### src/rtl/mem_op_sequencer_if.sv
// Bundle of request, memory-port and operator-port signals between the
// sequencer (master) and the requester/memory/operator environment (slave).
interface mem_op_sequencer_if #(
  parameter int DATA_W = 32,
  parameter int ADDR_W = 3
);
  logic              start;
  logic              or_mode;
  logic [ADDR_W-1:0] a_addr;
  logic [ADDR_W-1:0] b_addr;
  logic [ADDR_W-1:0] c_addr;
  logic              busy;
  logic              done;
  logic [DATA_W-1:0] result;
  logic [7:0]        op_count;
  logic [ADDR_W-1:0] mem_addr;
  logic              mem_we;
  logic [DATA_W-1:0] mem_wdata;
  logic [DATA_W-1:0] mem_rdata;
  logic [DATA_W-1:0] op_a;
  logic [DATA_W-1:0] op_b;
  logic              op_mode;
  logic [DATA_W-1:0] op_c;

  modport master (
    input  start, or_mode, a_addr, b_addr, c_addr, mem_rdata, op_c,
    output busy, done, result, op_count, mem_addr, mem_we, mem_wdata,
           op_a, op_b, op_mode
  );

  modport slave (
    output start, or_mode, a_addr, b_addr, c_addr, mem_rdata, op_c,
    input  busy, done, result, op_count, mem_addr, mem_we, mem_wdata,
           op_a, op_b, op_mode
  );
endinterface

### src/rtl/mem_op_sequencer.sv
// Read-read-execute-writeback sequencer: owns the shared operand memory port
// and the registered AND/OR operator inputs for one transaction per start.
module mem_op_sequencer #(
  parameter int DATA_W = 32,
  parameter int ADDR_W = 3
) (
  input logic                 clk,
  input logic                 rst,
  mem_op_sequencer_if.master  bus
);

  typedef enum logic [2:0] {
    S_IDLE,
    S_RD_A,
    S_RD_B,
    S_EXEC,
    S_WB,
    S_DONE
  } state_e;

  state_e            state_q, state_d;
  logic [ADDR_W-1:0] a_addr_q, a_addr_d;
  logic [ADDR_W-1:0] b_addr_q, b_addr_d;
  logic [ADDR_W-1:0] c_addr_q, c_addr_d;
  logic              mode_q, mode_d;
  logic [DATA_W-1:0] a_q, a_d;
  logic [DATA_W-1:0] b_q, b_d;
  logic [DATA_W-1:0] result_q, result_d;
  logic [7:0]        op_count_q, op_count_d;

  // Next-state logic; request fields are only latched while idle.
  always_comb begin
    state_d    = state_q;
    a_addr_d   = a_addr_q;
    b_addr_d   = b_addr_q;
    c_addr_d   = c_addr_q;
    mode_d     = mode_q;
    a_d        = a_q;
    b_d        = b_q;
    result_d   = result_q;
    op_count_d = op_count_q;
    case (state_q)
      S_IDLE: begin
        if (bus.start) begin
          a_addr_d = bus.a_addr;
          b_addr_d = bus.b_addr;
          c_addr_d = bus.c_addr;
          mode_d   = bus.or_mode;
          state_d  = S_RD_A;
        end
      end
      S_RD_A: begin
        a_d     = bus.mem_rdata;
        state_d = S_RD_B;
      end
      S_RD_B: begin
        b_d     = bus.mem_rdata;
        state_d = S_EXEC;
      end
      S_EXEC: state_d = S_WB;
      S_WB: begin
        result_d = bus.op_c;
        state_d  = S_DONE;
      end
      S_DONE: begin
        op_count_d = op_count_q + 8'd1;
        state_d    = S_IDLE;
      end
      default: state_d = S_IDLE;
    endcase
  end

  // Memory port and status decode; the write is suppressed on a reset edge.
  always_comb begin
    bus.mem_addr = a_addr_q;
    bus.mem_we   = 1'b0;
    bus.busy     = 1'b0;
    bus.done     = 1'b0;
    case (state_q)
      S_RD_A: bus.busy = 1'b1;
      S_RD_B: begin
        bus.mem_addr = b_addr_q;
        bus.busy     = 1'b1;
      end
      S_EXEC: bus.busy = 1'b1;
      S_WB: begin
        bus.mem_addr = c_addr_q;
        bus.mem_we   = ~rst;
        bus.busy     = 1'b1;
      end
      S_DONE: bus.done = 1'b1;
      default: ;
    endcase
  end

  assign bus.mem_wdata = bus.op_c;
  assign bus.op_a      = a_q;
  assign bus.op_b      = b_q;
  assign bus.op_mode   = mode_q;
  assign bus.result    = result_q;
  assign bus.op_count  = op_count_q;

  always_ff @(posedge clk) begin
    if (rst) begin
      state_q    <= S_IDLE;
      a_addr_q   <= '0;
      b_addr_q   <= '0;
      c_addr_q   <= '0;
      mode_q     <= 1'b0;
      a_q        <= '0;
      b_q        <= '0;
      result_q   <= '0;
      op_count_q <= '0;
    end else begin
      state_q    <= state_d;
      a_addr_q   <= a_addr_d;
      b_addr_q   <= b_addr_d;
      c_addr_q   <= c_addr_d;
      mode_q     <= mode_d;
      a_q        <= a_d;
      b_q        <= b_d;
      result_q   <= result_d;
      op_count_q <= op_count_d;
    end
  end

endmodule

### src/flat_wrapper.sv
// flat-port wrapper written by rule: the top's interface ports become plain ports
module mem_op_sequencer_flat 
#(
  parameter int DATA_W = 32,
  parameter int ADDR_W = 3
)
  (clk, rst, bus_start, bus_or_mode, bus_a_addr, bus_b_addr, bus_c_addr, bus_mem_rdata, bus_op_c, bus_busy, bus_done, bus_result, bus_op_count, bus_mem_addr, bus_mem_we, bus_mem_wdata, bus_op_a, bus_op_b, bus_op_mode);
  mem_op_sequencer_if #(.DATA_W(DATA_W), .ADDR_W(ADDR_W)) bus_i ();
  input logic clk;
  input logic rst;
  input wire logic [$bits(bus_i.start)-1:0] bus_start;
  input wire logic [$bits(bus_i.or_mode)-1:0] bus_or_mode;
  input wire logic [$bits(bus_i.a_addr)-1:0] bus_a_addr;
  input wire logic [$bits(bus_i.b_addr)-1:0] bus_b_addr;
  input wire logic [$bits(bus_i.c_addr)-1:0] bus_c_addr;
  input wire logic [$bits(bus_i.mem_rdata)-1:0] bus_mem_rdata;
  input wire logic [$bits(bus_i.op_c)-1:0] bus_op_c;
  output wire logic [$bits(bus_i.busy)-1:0] bus_busy;
  output wire logic [$bits(bus_i.done)-1:0] bus_done;
  output wire logic [$bits(bus_i.result)-1:0] bus_result;
  output wire logic [$bits(bus_i.op_count)-1:0] bus_op_count;
  output wire logic [$bits(bus_i.mem_addr)-1:0] bus_mem_addr;
  output wire logic [$bits(bus_i.mem_we)-1:0] bus_mem_we;
  output wire logic [$bits(bus_i.mem_wdata)-1:0] bus_mem_wdata;
  output wire logic [$bits(bus_i.op_a)-1:0] bus_op_a;
  output wire logic [$bits(bus_i.op_b)-1:0] bus_op_b;
  output wire logic [$bits(bus_i.op_mode)-1:0] bus_op_mode;
  assign bus_i.start = bus_start;
  assign bus_i.or_mode = bus_or_mode;
  assign bus_i.a_addr = bus_a_addr;
  assign bus_i.b_addr = bus_b_addr;
  assign bus_i.c_addr = bus_c_addr;
  assign bus_i.mem_rdata = bus_mem_rdata;
  assign bus_i.op_c = bus_op_c;
  assign bus_busy = bus_i.busy;
  assign bus_done = bus_i.done;
  assign bus_result = bus_i.result;
  assign bus_op_count = bus_i.op_count;
  assign bus_mem_addr = bus_i.mem_addr;
  assign bus_mem_we = bus_i.mem_we;
  assign bus_mem_wdata = bus_i.mem_wdata;
  assign bus_op_a = bus_i.op_a;
  assign bus_op_b = bus_i.op_b;
  assign bus_op_mode = bus_i.op_mode;
  mem_op_sequencer #(.DATA_W(DATA_W), .ADDR_W(ADDR_W)) u_core (.clk(clk), .rst(rst), .bus(bus_i));
endmodule
### config.mk
export PLATFORM = sky130hd
export DESIGN_NAME = mem_op_sequencer_flat
export DESIGN_NICKNAME = d
export VERILOG_FILES = /design/src/rtl/mem_op_sequencer_if.sv /design/src/rtl/mem_op_sequencer.sv /design/src/flat_wrapper.sv
export SDC_FILE = /design/constraint.sdc
export NUM_CORES = 1
export LEC_CHECK = 0
export ABC_CLOCK_PERIOD_IN_PS = 2440
export CORE_UTILIZATION = 31
export CTS_BUF_LIST = sky130_fd_sc_hd__clkbuf_16
export CTS_CLUSTER_DIAMETER = 40
export DETAILED_ROUTE_END_ITERATION = 8
export GPL_ROUTABILITY_DRIVEN = 0
export PLACE_DENSITY_LB_ADDON = 0.1
export SLEW_MARGIN = 20
export SYNTH_ARGS = -nofsm -noshare
export SYNTH_HDL_FRONTEND = slang
export SYNTH_SLANG_ARGS = --single-unit
export TNS_END_PERCENT = 20
### constraint.sdc
create_clock -name clk -period 2.44 [get_ports clk]
set_input_delay 0.244 -clock clk [delete_from_list [all_inputs] [get_ports clk]]
set_output_delay 0.244 -clock clk [all_outputs]
set_load 0.03 [all_outputs]
==> results of run 1 <==
==> flip-flops by register name, indices dropped and copies added (netlist names) <==
| name | count |
|---|---|
| u_core.bus.op_a | 32 |
| u_core.bus.op_b | 32 |
| u_core.bus.result | 32 |
| u_core.bus.op_count | 8 |
| u_core.a_addr_q | 3 |
| u_core.b_addr_q | 3 |
| u_core.c_addr_q | 3 |
| u_core.state_q | 3 |
| u_core.bus.op_mode | 1 |
==> critical path, cell delays in order (launching register included) <==
cell and delay [ns]:
dfxtp_2 0.58, nor2_1 0.11, xnor2_1 0.17, clkdlybuf4s50_1 0.70
==> metrics by stage <==
stage               instances  worst slack (ns)
floorplan                 561             0.697
global placement          897             0.467
detailed placement        897             0.433
CTS                       929            0.0388
global route              930             0.136
finish                    930             0.220
==> routing by layer <==
| metal | track usage [%] | vias up |
|---|---|---|
| li1 | - | 2163 |
| met1 | 19.6 | 1977 |
| met2 | 28.4 | 173 |
| met3 | 7.76 | 17 |
| met4 | 8.08 | 0 |
| met5 | 0 | - |
==> Yosys cell counts (3+ instances only) <==
| library cell | instances | area share [%] |
|---|---|---|
| clkbuf_1 | 20 | 1.7 |
| o21ai_0 | 3 | 0.33 |
| dfxtp_1 | 117 | 52 |
| a22oi_1 | 3 | 0.50 |
| nor2_1 | 5 | 0.41 |
| nand3_1 | 4 | 0.44 |
| a21oi_1 | 112 | 12 |
| buf_4 | 33 | 5.5 |
| nand2_1 | 217 | 18 |
| buf_6 | 5 | 1.2 |
| or3_1 | 3 | 0.41 |
| buf_2 | 12 | 1.3 |
==> where the power goes <==
| group | internal (W) | leakage, nW | switching [W] | total [W] |
|---|---|---|---|---|
| Combinational | 0.000418 | 1.32 | 0.000565 | 0.000984 |
| Sequential | 0.00202 | 0.951 | 0.0000783 | 0.00210 |
| Clock | 0.00157 | 0.293 | 0.000835 | 0.00241 |
| Total | 0.00401 | 2.56 | 0.00148 | 0.00549 |
==> timing repair <==
| item | CTS | global route |
|---|---|---|
| pin swaps | 0 | 1 |
| hold endpoints to repair | 0 | 0 |
| resized for setup | 1 | 2 |
| gates cloned | 0 | 1 |
| setup endpoints to repair | 2 | 4 |
| buffers inserted | 0 | 0 |
==> cell families after synthesis <==
group                      count (synthesis)
and+or+nand+nor                          246
AOI/OAI and AO/OA                        121
DFF                                      117
buffers and inverters                     71
xor gates and xnor gates                   4
muxes                                      1
adders and majority gates                  1
==> worst min-delay path by stage <==
stage	slack (ns)	endpoint	depth (start not counted)	start
floorplan	0.38	u_core.a_addr_q[0]$_SDFFE_PP0P_	2	bus_a_addr[0]
finish	0.34	u_core.bus.op_count[0]$_SDFFE_PP0P_	2	rst
global placement	0.44	u_core.bus.op_a[8]$_SDFFE_PP0P_	2	u_core.bus.op_a[8]$_SDFFE_PP0P_
CTS	0.32	u_core.bus.op_count[0]$_SDFFE_PP0P_	2	rst
detailed placement	0.45	u_core.b_addr_q[2]$_SDFFE_PP0P_	2	u_core.b_addr_q[2]$_SDFFE_PP0P_
global route	0.37	u_core.bus.op_a[7]$_SDFFE_PP0P_	2	rst
==> cell type report <==
cell class / count / area, um^2
flip-flops and latches: 117 / 2350
well taps: 180 / 225
clock inverters: 15 / 145
repair buffers: 226 / 2240
fillers: 1321 / 6890
multi-input cells: 374 / 1760
clock buffers: 17 / 425
inverters: 1 / 3.75
==> run summary, run 1 <==
Status: finished, final reports clean
Synth Register Bits: 117
Detailed-route DRC error count: 0
CP endpoint: bus_busy
Antenna Nets Post-Route: 0
Max Fanout on Critical Path: 15
Type of destination of the critical path: output port
Die height: 123 um
CTS Hold Buffers Added: 0
Multiplexer share of the synthesized area: 0.221%
Via count: 4330
WHS: 0.341 ns
Clock Sinks: 117
Detail Route met3 WL: 1360 um
Area Overhead vs Synth: 58.0%
Rel. slew slack: 54.3%
Ys async rst share: 0%
Worst setup skew after layout: 0.00530 ns
P per Cell Area: 768 nW/um^2
Crit Path Category: flip-flop to output port
Syn avg cell area: 8.07 um^2
Die Area: 15100 um^2
Aggregate negative setup slack: 0 ns
Cell Area, Placed: 6560 um^2
DR pass1 iterations: 4
Worst skew pair latency: 0.41 ns
R2r setup slk: 0.66 ns
Clock buffer count from CTS: 17
CTS tree: done
Drt first-iter violations: 163
Simple-Gate Fraction of Synth Area: 23.5%
R2r startpoint: u_core.state_q[0]$_SDFFE_PP0P_
Global-route congestion overflow total: 0
Setup-failing EPs final: 0
Largest net degree at the start of global routing: 62
RSZ-0062 raised after global routing: false
Wl on met1: 5550 um
Post-synth EDFFs: 0
Cell Area, Synth: 4530 um^2
Clock Path Buffers: 2
Met2 WL: 6130 um
WP data required: 2.20 ns
CTS root buffer: clkbuf_16
Max IR drop VDD: 0.414 mV
Synth cell types: 31
Main flop type after synthesis: dfxtp_1
Util after Layout: 50.9%
Vias in the first global route: 4032
Core Rows: 43
Final Max Tran Viols: 0
Chip Width: 123 um
R2R cell count: 3
Mapped Cells: 561
Global-route wire length before repair: 19900 um
Core area: 14000 um^2
Net Count, Synth: 639
Wire per inst: 14.3 um
Crit start category: flip-flop
Least-Margin Pin Slew: 0.685 ns
Max Clk Rate: 450 MHz
Reg2Reg Capture Point: u_core.bus.op_a[9]$_SDFFE_PP0P_
Max Used Layer: met4
Gr usage total: 17.5%
Synth Area in XOR/XNOR: 0.774%
Inserted Diodes: 0
Ports: 220
Synth Area in Adders: 0.276%
Vias/cell: 4.66
Max-cap viol count: 0
Yosys Warn Count: 0
Final Hold Vio Count: 0
Port bufs: 219
Final min period: 2.22 ns
Share of cells above drive strength 1: 7.07%
H-tree levels: 4
Initial antenna violation count: 0
DRT Wirelength: 13300 um
DP Wirelength: 9140 um
Most common library cell in the layout ignoring fill and taps: nand2_1
Period utilization: 91.0%
Register area share after synthesis: 51.7%
Initial core utilization: 32.2%
Worst-path clk slew: 0.05 ns
Finished Cell Area: 7150 um^2
Pwr Total: 0.00549 W
Arrival time worst endpoint: 1.98 ns
Hold Crit Class: input pin to flip-flop
Synth Area in Compound Gates: 13.7%
Most frequent cells in the layout: nand2_1, clkdlybuf4s50_1, dfxtp_1
Largest family of logic cells by synthesized area: simple AND/OR/NAND/NOR gates
Leak: 2.56 nW
CP Launch Point: u_core.state_q[0]$_SDFFE_PP0P_
Final nets: 815
No activity file was read; power rests on OpenSTA's default activity.
==> run 2: changes to the inputs <==
CAP_MARGIN = 0   (was default)
HOLD_SLACK_MARGIN = 0.03   (was default)
==> results of run 2 <==
Final layout, timing and power as in run 1 (identical DEF).
==> run 3: changes to the inputs <==
CELL_PAD_IN_SITES_DETAIL_PLACEMENT = 0   (was default)
CELL_PAD_IN_SITES_GLOBAL_PLACEMENT = 1   (was default)
CORE_UTILIZATION = 30   (was 31)
==> run 3 against run 2 <==
The flow now finishes with violations (DRC). Clock power down 11%. Sequential share of layout area up 0.17 points. Clock skew grew 0.0049 ns. Via count down 1.0%. Global-route usage about the same. Critical path depth is 1 higher. Highest routed layer unchanged.
==> run summary, run 3 (synthesized netlist as in run 1, its figures left out) <==
Status: finished with violations
Failing checks: DRC
Share of cells above drive strength 1: 6.26%
Aggregate negative setup slack: 0 ns
DP Worst Slack: 0.429 ns
DP Wirelength: 9300 um
Gr usage total: 17.5%
RSZ-0062 raised after global routing: false
Vias in the first global route: 4187
Most common library cell in the layout ignoring fill and taps: nand2_1
Drt first-iter violations: 225
Vias/cell: 4.58
Clock Sinks: 117
Arrival time worst endpoint: 1.99 ns
Rel. slew slack: 50.9%
Max-cap viol count: 0
Core area: 14600 um^2
Core Rows: 44
R2r setup slk: 0.60 ns
Period utilization: 91.4%
Clock Path Buffers: 2
Worst setup skew after layout: 0.0102 ns
Initial antenna violation count: 0
Reg2Reg Capture Point: u_core.bus.op_a[9]$_SDFFE_PP0P_
CTS root buffer: clkbuf_16
Largest net degree at the start of global routing: 59
Area Overhead vs Synth: 57.0%
Most frequent cells in the layout: nand2_1, clkdlybuf4s50_1, dfxtp_1
Inserted Diodes: 0
Final Max Tran Viols: 0
Detailed-route DRC error count: 38
Wire per inst: 14.2 um
Worst hold endpoint: u_core.bus.op_a[4]$_SDFFE_PP0P_
Register area: 2340 um^2
Layout fillers: 1424
Initial core utilization: 30.9%
Worst path slowest cell: or3b_1
Via count: 4285
CTS tree: done
Pwr Total: 0.00523 W
Antenna Nets Post-Route: 0
Final min period: 2.23 ns
P per Cell Area: 736 nW/um^2
Max Fanout on Critical Path: 11
DRT Wirelength: 13200 um
Global-route wire length before repair: 21300 um
Cells along the critical path: or3b_1 -> nand3_1 -> nand2_1 -> buf_4
Ports: 220
WP buf/inv: 1
Type of destination of the critical path: output port
Final worst setup slack: 0.210 ns
Die height: 125 um
CP top delay family: simple AND/OR/NAND/NOR gates
Hold path start: rst
Final nets: 818
Multi-input logic area: 1750 um^2
Crit start category: flip-flop
Leak: 2.55 nW
Chip Width: 125 um
Max Clk Rate: 448 MHz
R2r startpoint: u_core.state_q[2]$_SDFFE_PP0P_
Hold Crit Class: input pin to flip-flop
Setup-failing EPs final: 0
DR pass1 iterations: 7
Final Hold Vio Count: 0
Least-Margin Pin Slew: 0.736 ns
Die Area: 15600 um^2
R2R cell count: 4
Global-route congestion overflow total: 0
Worst skew pair latency: 0.41 ns
Worst-path clk slew: 0.05 ns
H-tree levels: 4
Clock buffer count from CTS: 17
Worst Hold Depth: 2
Slowest stage delay, CP: 0.59 ns
Max IR drop VDD: 0.400 mV
Crit Path Category: flip-flop to output port
WP data required: 2.20 ns
Port bufs: 219
## run 3: cell types whose count changed in the layout (fill, tap and decap cells not counted), sizes merged
cell,change
nor3b,-1
clkinv,-3
inv,+3
bufinv,-2
buf,+4
## run 3: worst max path at each step
| stage | start | endpoint | slack [ns] | cells after the start |
|---|---|---|---|---|
| finish | u_core.state_q[2]$_SDFFE_PP0P_ | bus_mem_addr[0] | 0.21 | 4 |
| global route | u_core.state_q[1]$_SDFFE_PP0P_ | bus_mem_addr[0] | 0.06 | 5 |
| CTS | u_core.state_q[1]$_SDFFE_PP0P_ | bus_mem_addr[0] | 0.11 | 4 |
| detailed placement | u_core.state_q[0]$_SDFFE_PP0P_ | bus_busy | 0.43 | 3 |
| global placement | u_core.state_q[0]$_SDFFE_PP0P_ | bus_busy | 0.44 | 3 |
| floorplan | u_core.state_q[2]$_SDFFE_PP0P_ | bus_mem_we | 0.70 | 4 |
## run 3: stage by stage
| stage | util (%) | cell area (um^2) | hold slack, ns | cells |
|---|---|---|---|---|
| final | 48.5 | 7110 | 0.314 | 935 |
| after global routing | 48.5 | 7110 | 0.325 | 935 |
| after CTS | 48.5 | 7100 | 0.301 | 935 |
| after global placement | 45.1 | 6600 | 0.442 | 905 |
| after floorplan | - | 4530 | 0.380 | 561 |
| after detailed placement | 45.1 | 6600 | 0.446 | 905 |
## run 3: report_power, final
| group | switching [W] | leakage [nW] | total [W] | internal, W |
|---|---|---|---|---|
| Sequential | 0.0000692 | 0.950 | 0.00209 | 0.00202 |
| Clock | 0.000799 | 0.265 | 0.00214 | 0.00134 |
| Combinational | 0.000574 | 1.33 | 0.00100 | 0.000427 |
| Total | 0.00144 | 2.55 | 0.00523 | 0.00379 |
## run 3: layout make-up
type | count | area share, %
Tap cell | 184 | 3.24
Sequential cell | 117 | 33.0
Clock inverter | 13 | 1.11
Inverter | 1 | 0.0528
Timing Repair Buffer | 230 | 32.0
Multi-Input combinational cell | 373 | 24.6
Clock buffer | 17 | 5.99
## run 3: routing by layer
layer | GRT usage, % | part of all wire, % | vias up
li1 | - | - | 2158
met1 | 19.4 | 42 | 1944
met2 | 28.8 | 46 | 167
met3 | 7.95 | 11 | 16
met4 | 7.46 | 1.8 | 0
met5 | 0 | 0 | -
## run 3: worst register-to-register path: stages, from the launching register on
cell and delay, ns:
dfxtp_1 0.43, buf_4 0.24, or3b_2 0.79, nand2_1 0.18
a21oi_1 0.08
## run 3: repair_timing
action | 4_1_cts | 5_1_grt
resized for setup | 1 | 1
setup endpoints to repair | 2 | 2
hold endpoints to repair | 0 | 0
hold buffers | 0 | 0
buffers inserted | 0 | 0
==> RTL edit 1 (flow settings as in run 1) <==
`b_q` no longer has a reset.
--- a/src/rtl/mem_op_sequencer.sv
+++ b/src/rtl/mem_op_sequencer.sv
@@ -108,7 +108,6 @@
       c_addr_q   <= '0;
       mode_q     <= 1'b0;
       a_q        <= '0;
-      b_q        <= '0;
       result_q   <= '0;
       op_count_q <= '0;
     end else begin
@@ -118,11 +117,14 @@
       c_addr_q   <= c_addr_d;
       mode_q     <= mode_d;
       a_q        <= a_d;
-      b_q        <= b_d;
       result_q   <= result_d;
       op_count_q <= op_count_d;
     end
   end
 
+  always_ff @(posedge clk) begin
+    b_q <= b_d;
+  end
+
 endmodule
 
Behaviour: differs if rst is asserted again (counterexample within 4 cycles, from zero or initial values and one cycle with rst high); with rst held inactive, the same outputs for 10 cycles.
==> RTL edit 1 against run 1 <==
- wire length down 15%
- cell count down 14%
- sequential cell count unchanged
- worst setup slack worse by 0.081 ns
- power down 0.19%
- synthesized area down 2.0%
- final area down 0.42%
- largest cell class unchanged
- highest routed layer unchanged
==> RTL edit 1: results (changes against run 1) <==
- The worst voltage drop across the vdd grid is 379 uV (-8.6%).
- The family with the most delay on the worst path is buffers and inverters.
- The synthesized area per cell came to 10.6 sq um (+31%).
- The post-DP HPWL was 7950 um (-13%).
- The largest driver fanout on the critical path came to 8 (-7).
- The measured slew at the worst slew-check pin is 0.608 ns (-0.0775 ns).
- The maximum number of pins on one net before global-route repair is 51 (-18%).
- The leakage component of the power came to 2.60 nW (+1.3%).
- The total number of vias was 3556 (-18%).
- The TritonCTS buffer count is 17 (unchanged).
- The first-iteration detailed-routing DRC count is 117 (-28%).
- The master of the slowest instance on the critical path is sky130_fd_sc_hd__clkdlybuf4s50_1.
- In this run the worst setup path begins at u_core.state_q[1]$_SDFFE_PP0P_.
- The detailed-route wire length per cell was 14.0 um (-1.8%).
- The count of antenna diodes in the layout is 0 (unchanged).
- The worst endpoint data arrival time is 2.06 ns (+0.08 ns).
- In this run the critical register-to-register path is launched from u_core.state_q[2]$_SDFFE_PP0P_.
- The sequential cell area fraction in the yosys report is 0.600 (+0.0829).
- The clock skew is 0.00807 ns (+0.00277 ns).
- The total global routing track utilization is 0.152 (-0.0234).
- Sorting the synthesized cells by area gives the leading types as sky130_fd_sc_hd__dfxtp_1 (38%), sky130_fd_sc_hd__edfxtp_1 (22%), sky130_fd_sc_hd__mux2i_1 (7.4%), sky130_fd_sc_hd__nand2_1 (7.4%), sky130_fd_sc_hd__buf_4 (6.1%).
- The first-pass detailed-route iteration total is 4 (unchanged).
- The commonest cells after synthesis are sky130_fd_sc_hd__nand2_1 (88), sky130_fd_sc_hd__dfxtp_1 (85), sky130_fd_sc_hd__a21oi_1 (47), sky130_fd_sc_hd__nor2_1 (39), sky130_fd_sc_hd__buf_4 (36).
- The number of global-route vias before repair is 3401 (-16%).
- The number of buffers inserted by port buffering was 219 (unchanged).
- The delay of the slowest cell on the worst path is 0.73 ns (+0.03 ns).
- The clock latency on the worst-skew pair is 0.41 ns (about the same).
- The share of post-route cells with drive strength above 1 is 0.0659 (-0.00475).
- The post-detailed-route via-to-cell ratio was 4.43 (-4.8%).
- The count of cell types in the netlist is 33 (+6.5%).
- The count of flip-flops with a built-in enable after synthesis is 32 (+32).
- The final net count is 687 (-16%).
- The number of remaining DRC errors was 0 (unchanged).
- The total nets after synthesis is 497 (-22%).
- The number of max-cap violations came to 0 (unchanged).
- The run finished with clean final reports.
- The wire length of the first global-routing pass is 17000 um (-15%).
- The number of antenna violations at the first check in global routing is 0 (unchanged).
- The cell total after placement is 770 (-14%).
- The startpoint of the worst hold path is rst.
-- RTL edit 1: cell families (layout without fill, tap and decap cells) --
family,Yosys count,in the layout,synth area share
AO/OA/AOI/OAI,58,58,0.0717
adder cells (fa/ha/maj),1,1,0.00282
buffers and inverters,58,261,0.0886
AND/OR/NAND/NOR,147,147,0.152
multiplexers,34,34,0.0770
flip-flops,117,117,0.600
XOR/XNOR,4,4,0.00790
-- RTL edit 1: tightest hold or removal path: cells and delay by family --
family	cells	cell delay (ns)
buffers and inverters	2	0.35
AND/OR/NAND/NOR	1	0.13
-- RTL edit 1: through the flow --
stage | instance area, sq um | setup slack, ns | total power [mW]
after global placement | 6540 | 0.498 | 3.14
after global routing | 7120 | 0.0270 | 5.70
after CTS | 7110 | 0.0271 | 5.55
final | 7120 | 0.139 | 5.48
after floorplan | 4440 | 0.153 | 2.74
after detailed placement | 6540 | 0.471 | 3.15
-- RTL edit 1: area by class of cell --
cell class,count,area [sq um]
fillers,1282,6810
flip-flops and latches,117,2660
inverters,1,3.75
clock buffers,17,425
well taps,180,225
repair buffers,228,2260
clock inverters,15,144
multi-input cells,244,1400
-- RTL edit 1: path summary, 6_finish.rpt --
kind,end,slack (ns),cells after the start
max,bus_busy,0.14,4
min,u_core.bus.result[30]$_SDFFE_PP0N_,0.35,3
max reg2reg,u_core.bus.result[17]$_SDFFE_PP0N_,0.78,4
min reg2reg,u_core.bus.op_a[1]$_SDFFE_PP0P_,0.45,2
-- RTL edit 1: what timing repair did --
action                                  CTS  global route
endpoints found under the setup margin    0             3
resized for setup                         0             3
hold buffers                              0             0
-- RTL edit 1: where the power goes --
group | switching [mW] | leakage [nW] | internal (mW)
sequential | 0.0519 | 0.983 | 2.12
combinational | 0.521 | 1.33 | 0.404
clock | 0.815 | 0.280 | 1.57
-- RTL edit 1: layer usage --
layer,global-route usage,share of wire,vias to the layer above
met5,0,0,-
met4,0.0718,0.014,0
met3,0.0595,0.080,10
met2,0.238,0.47,151
met1,0.182,0.44,1625
li1,-,-,1770
==> RTL edit 2 (settings of run 1) <==
Without the edit above. `ADDR_W` is set to 3 in 3 places; all go to 2.
--- a/src/rtl/mem_op_sequencer_if.sv
+++ b/src/rtl/mem_op_sequencer_if.sv
@@ -2,7 +2,7 @@
 // sequencer (master) and the requester/memory/operator environment (slave).
 interface mem_op_sequencer_if #(
   parameter int DATA_W = 32,
-  parameter int ADDR_W = 3
+  parameter int ADDR_W = 2
 );
   logic              start;
   logic              or_mode;
--- a/src/rtl/mem_op_sequencer.sv
+++ b/src/rtl/mem_op_sequencer.sv
@@ -2,7 +2,7 @@
 // and the registered AND/OR operator inputs for one transaction per start.
 module mem_op_sequencer #(
   parameter int DATA_W = 32,
-  parameter int ADDR_W = 3
+  parameter int ADDR_W = 2
 ) (
   input logic                 clk,
   input logic                 rst,
--- a/src/flat_wrapper.sv
+++ b/src/flat_wrapper.sv
@@ -2,7 +2,7 @@
 module mem_op_sequencer_flat 
 #(
   parameter int DATA_W = 32,
-  parameter int ADDR_W = 3
+  parameter int ADDR_W = 2
 )
   (clk, rst, bus_start, bus_or_mode, bus_a_addr, bus_b_addr, bus_c_addr, bus_mem_rdata, bus_op_c, bus_busy, bus_done, bus_result, bus_op_count, bus_mem_addr, bus_mem_we, bus_mem_wdata, bus_op_a, bus_op_b, bus_op_mode);
   mem_op_sequencer_if #(.DATA_W(DATA_W), .ADDR_W(ADDR_W)) bus_i ();
Interface: changed (resized bus_a_addr, bus_b_addr, bus_c_addr and bus_mem_addr); port bits go from 220 to 216. The function was not compared with the original's and may differ.
==> RTL edit 2 against run 1 <==
- first-iteration DRC count down 0.61%
- synthesized area fell by 2.7%
- critical endpoint is now bus_done
- sequential cell count shrank 3
- final area down 1.7%
- clock skew grew 0.0039 ns
- register-to-register slack improved by 0.09 ns
- wire length down 5.8%
- utilization shrank 0.26 points
- sequential share of layout area shrank 0.32 points
- power up 2.1%
- worst setup slack better by 0.052 ns
==> RTL edit 2: results (changes against run 1) <==
- The number of buffers inserted by port buffering was 215 (-1.8%).
- After synthesis, the cell types taking the most area are sky130_fd_sc_hd__dfxtp_1 (52%), sky130_fd_sc_hd__nand2_1 (17%), sky130_fd_sc_hd__a21oi_1 (12%), sky130_fd_sc_hd__buf_4 (5.6%), sky130_fd_sc_hd__buf_2 (1.9%).
- The first-pass detailed-route iteration total came to 4 (unchanged).
- The worst slew margin relative to its limit is 0.551 (+0.00828).
- The count of antenna diodes in the layout is 0 (unchanged).
- The total global routing track utilization is 0.171 (-0.00457).
- The root buffer cell is sky130_fd_sc_hd__clkbuf_16.
- The Yosys warning count came to 0 (unchanged).
- The number of global-route vias before repair is 3919 (-2.8%).
- The flow ran to the end, and the final reports show no timing, DRC or antenna violations.
- The first-iteration detailed-routing DRC count came to 162 (-0.61%).
- The wire length of the first global-routing pass is 19400 um (-2.7%).
- The detailed-route wire length per cell is 13.9 um (-2.9%).
- The worst endpoint data arrival time is 1.92 ns (-0.06 ns).
- The share of post-route cells with drive strength above 1 was 0.0693 (-0.00141).
- The largest driver fanout on the critical path is 12 (-3).
- In this run the worst setup path begins at u_core.state_q[2]$_SDFFE_PP0P_.
- The total nets after synthesis came to 613 (-4.1%).
- The placed instance area is 6410 sq um (-2.3%).
- The clock skew was 0.00916 ns (+0.00387 ns).
- The clock-pin slew on the worst setup and hold paths came to 0.05 ns (about the same).
- The worst voltage drop across the vdd grid is 391 uV (-5.7%).
- The buffer levels on the longest clock path is 2 (unchanged).
- The commonest cells after synthesis are sky130_fd_sc_hd__nand2_1 (196), sky130_fd_sc_hd__dfxtp_1 (114), sky130_fd_sc_hd__a21oi_1 (102), sky130_fd_sc_hd__buf_4 (33), sky130_fd_sc_hd__buf_2 (17).
- The post-detailed-route via-to-cell ratio came to 4.54 (-2.6%).
- In this run the critical register-to-register path is launched from u_core.state_q[0]$_SDFFE_PP0P_.
- The maximum number of pins on one net before global-route repair is 74 (+19%).
- The count of cell types in the netlist is 30 (-3.2%).
- The post-DP HPWL was 8660 um (-5.3%).
- The sequential cell area fraction in the yosys report is 0.518 (+0.000916).
- The final net count came to 785 (-3.7%).
- The leakage component of the power is 2.52 nW (-1.7%).
## RTL edit 2: cell count changes in the layout (fill, tap and decap cells not counted), moves of 2 or more
cell,change
sky130_fd_sc_hd__nor2_1,+7
sky130_fd_sc_hd__mux2i_1,+7
sky130_fd_sc_hd__nand2_1,-21
sky130_fd_sc_hd__bufinv_16,+2
sky130_fd_sc_hd__clkdlybuf4s50_1,-3
sky130_fd_sc_hd__dfxtp_1,-2
sky130_fd_sc_hd__clkinv_2,-3
sky130_fd_sc_hd__a21oi_1,-10
## RTL edit 2: final timing paths
check                                        endpoint  slack [ns]  cells after the start
hold reg to reg    u_core.bus.result[21]$_SDFFE_PP0N_        0.45                      2
setup / recovery                             bus_done        0.27                      3
hold / removal    u_core.bus.op_count[2]$_SDFFE_PP0P_        0.29                      2
setup reg to reg     u_core.bus.op_a[26]$_SDFFE_PP0P_        0.75                      3
## RTL edit 2: worst max-delay path, cell delays in order, from the launching register on
cell,delay [ns]
sky130_fd_sc_hd__dfxtp_1,0.59
sky130_fd_sc_hd__nand3b_4,0.18
sky130_fd_sc_hd__inv_1,0.09
sky130_fd_sc_hd__clkdlybuf4s50_1,0.66
## RTL edit 2: timing repair
| action | 4_1_cts | 5_1_grt |
|---|---|---|
| resized for setup | 0 | 2 |
| setup buffers | 0 | 0 |
| setup endpoints to repair | 0 | 2 |
## RTL edit 2: cells by family after synthesis
logic type,share of synthesized area
multiplexers,0.0182
XOR/XNOR,0.00796
flip-flops,0.518
adder cells (fa/ha/maj),0.00284
AO/OA/AOI/OAI,0.128
buffers and inverters,0.102
AND/OR/NAND/NOR,0.223
## RTL edit 2: per-stage QoR
| stage | power, mW | util | setup WS [ns] | instances |
|---|---|---|---|---|
| after floorplan | 2.63 | - | 0.717 | 538 |
| after global placement | 3.03 | 0.462 | 0.488 | 871 |
| after detailed placement | 3.04 | 0.462 | 0.510 | 871 |
| after CTS | 5.68 | 0.506 | 0.0514 | 902 |
| after global routing | 5.84 | 0.507 | 0.113 | 902 |
| final | 5.61 | 0.507 | 0.272 | 902 |
## RTL edit 2: area by class of cell
cell class | instances | area [sq um]
clock buffer | 17 | 425
inverter | 1 | 3.75
sequential | 114 | 2280
clock inverter | 14 | 194
timing repair buffer | 223 | 2210
tap | 180 | 225
multi-input combinational | 353 | 1680
fill | 1347 | 6850
## RTL edit 2: power by group
part / total, mW / switching (mW) / internal, mW
Sequential: 2.04 / 0.0701 / 1.97
Clock: 2.61 / 0.826 / 1.78
Combinational: 0.960 / 0.546 / 0.414
## RTL edit 2: metal layers
metal | part of all wire | global-route usage
met5 | 0 | 0
met4 | 0.019 | 0.0810
met3 | 0.059 | 0.0493
met2 | 0.49 | 0.285
met1 | 0.43 | 0.200
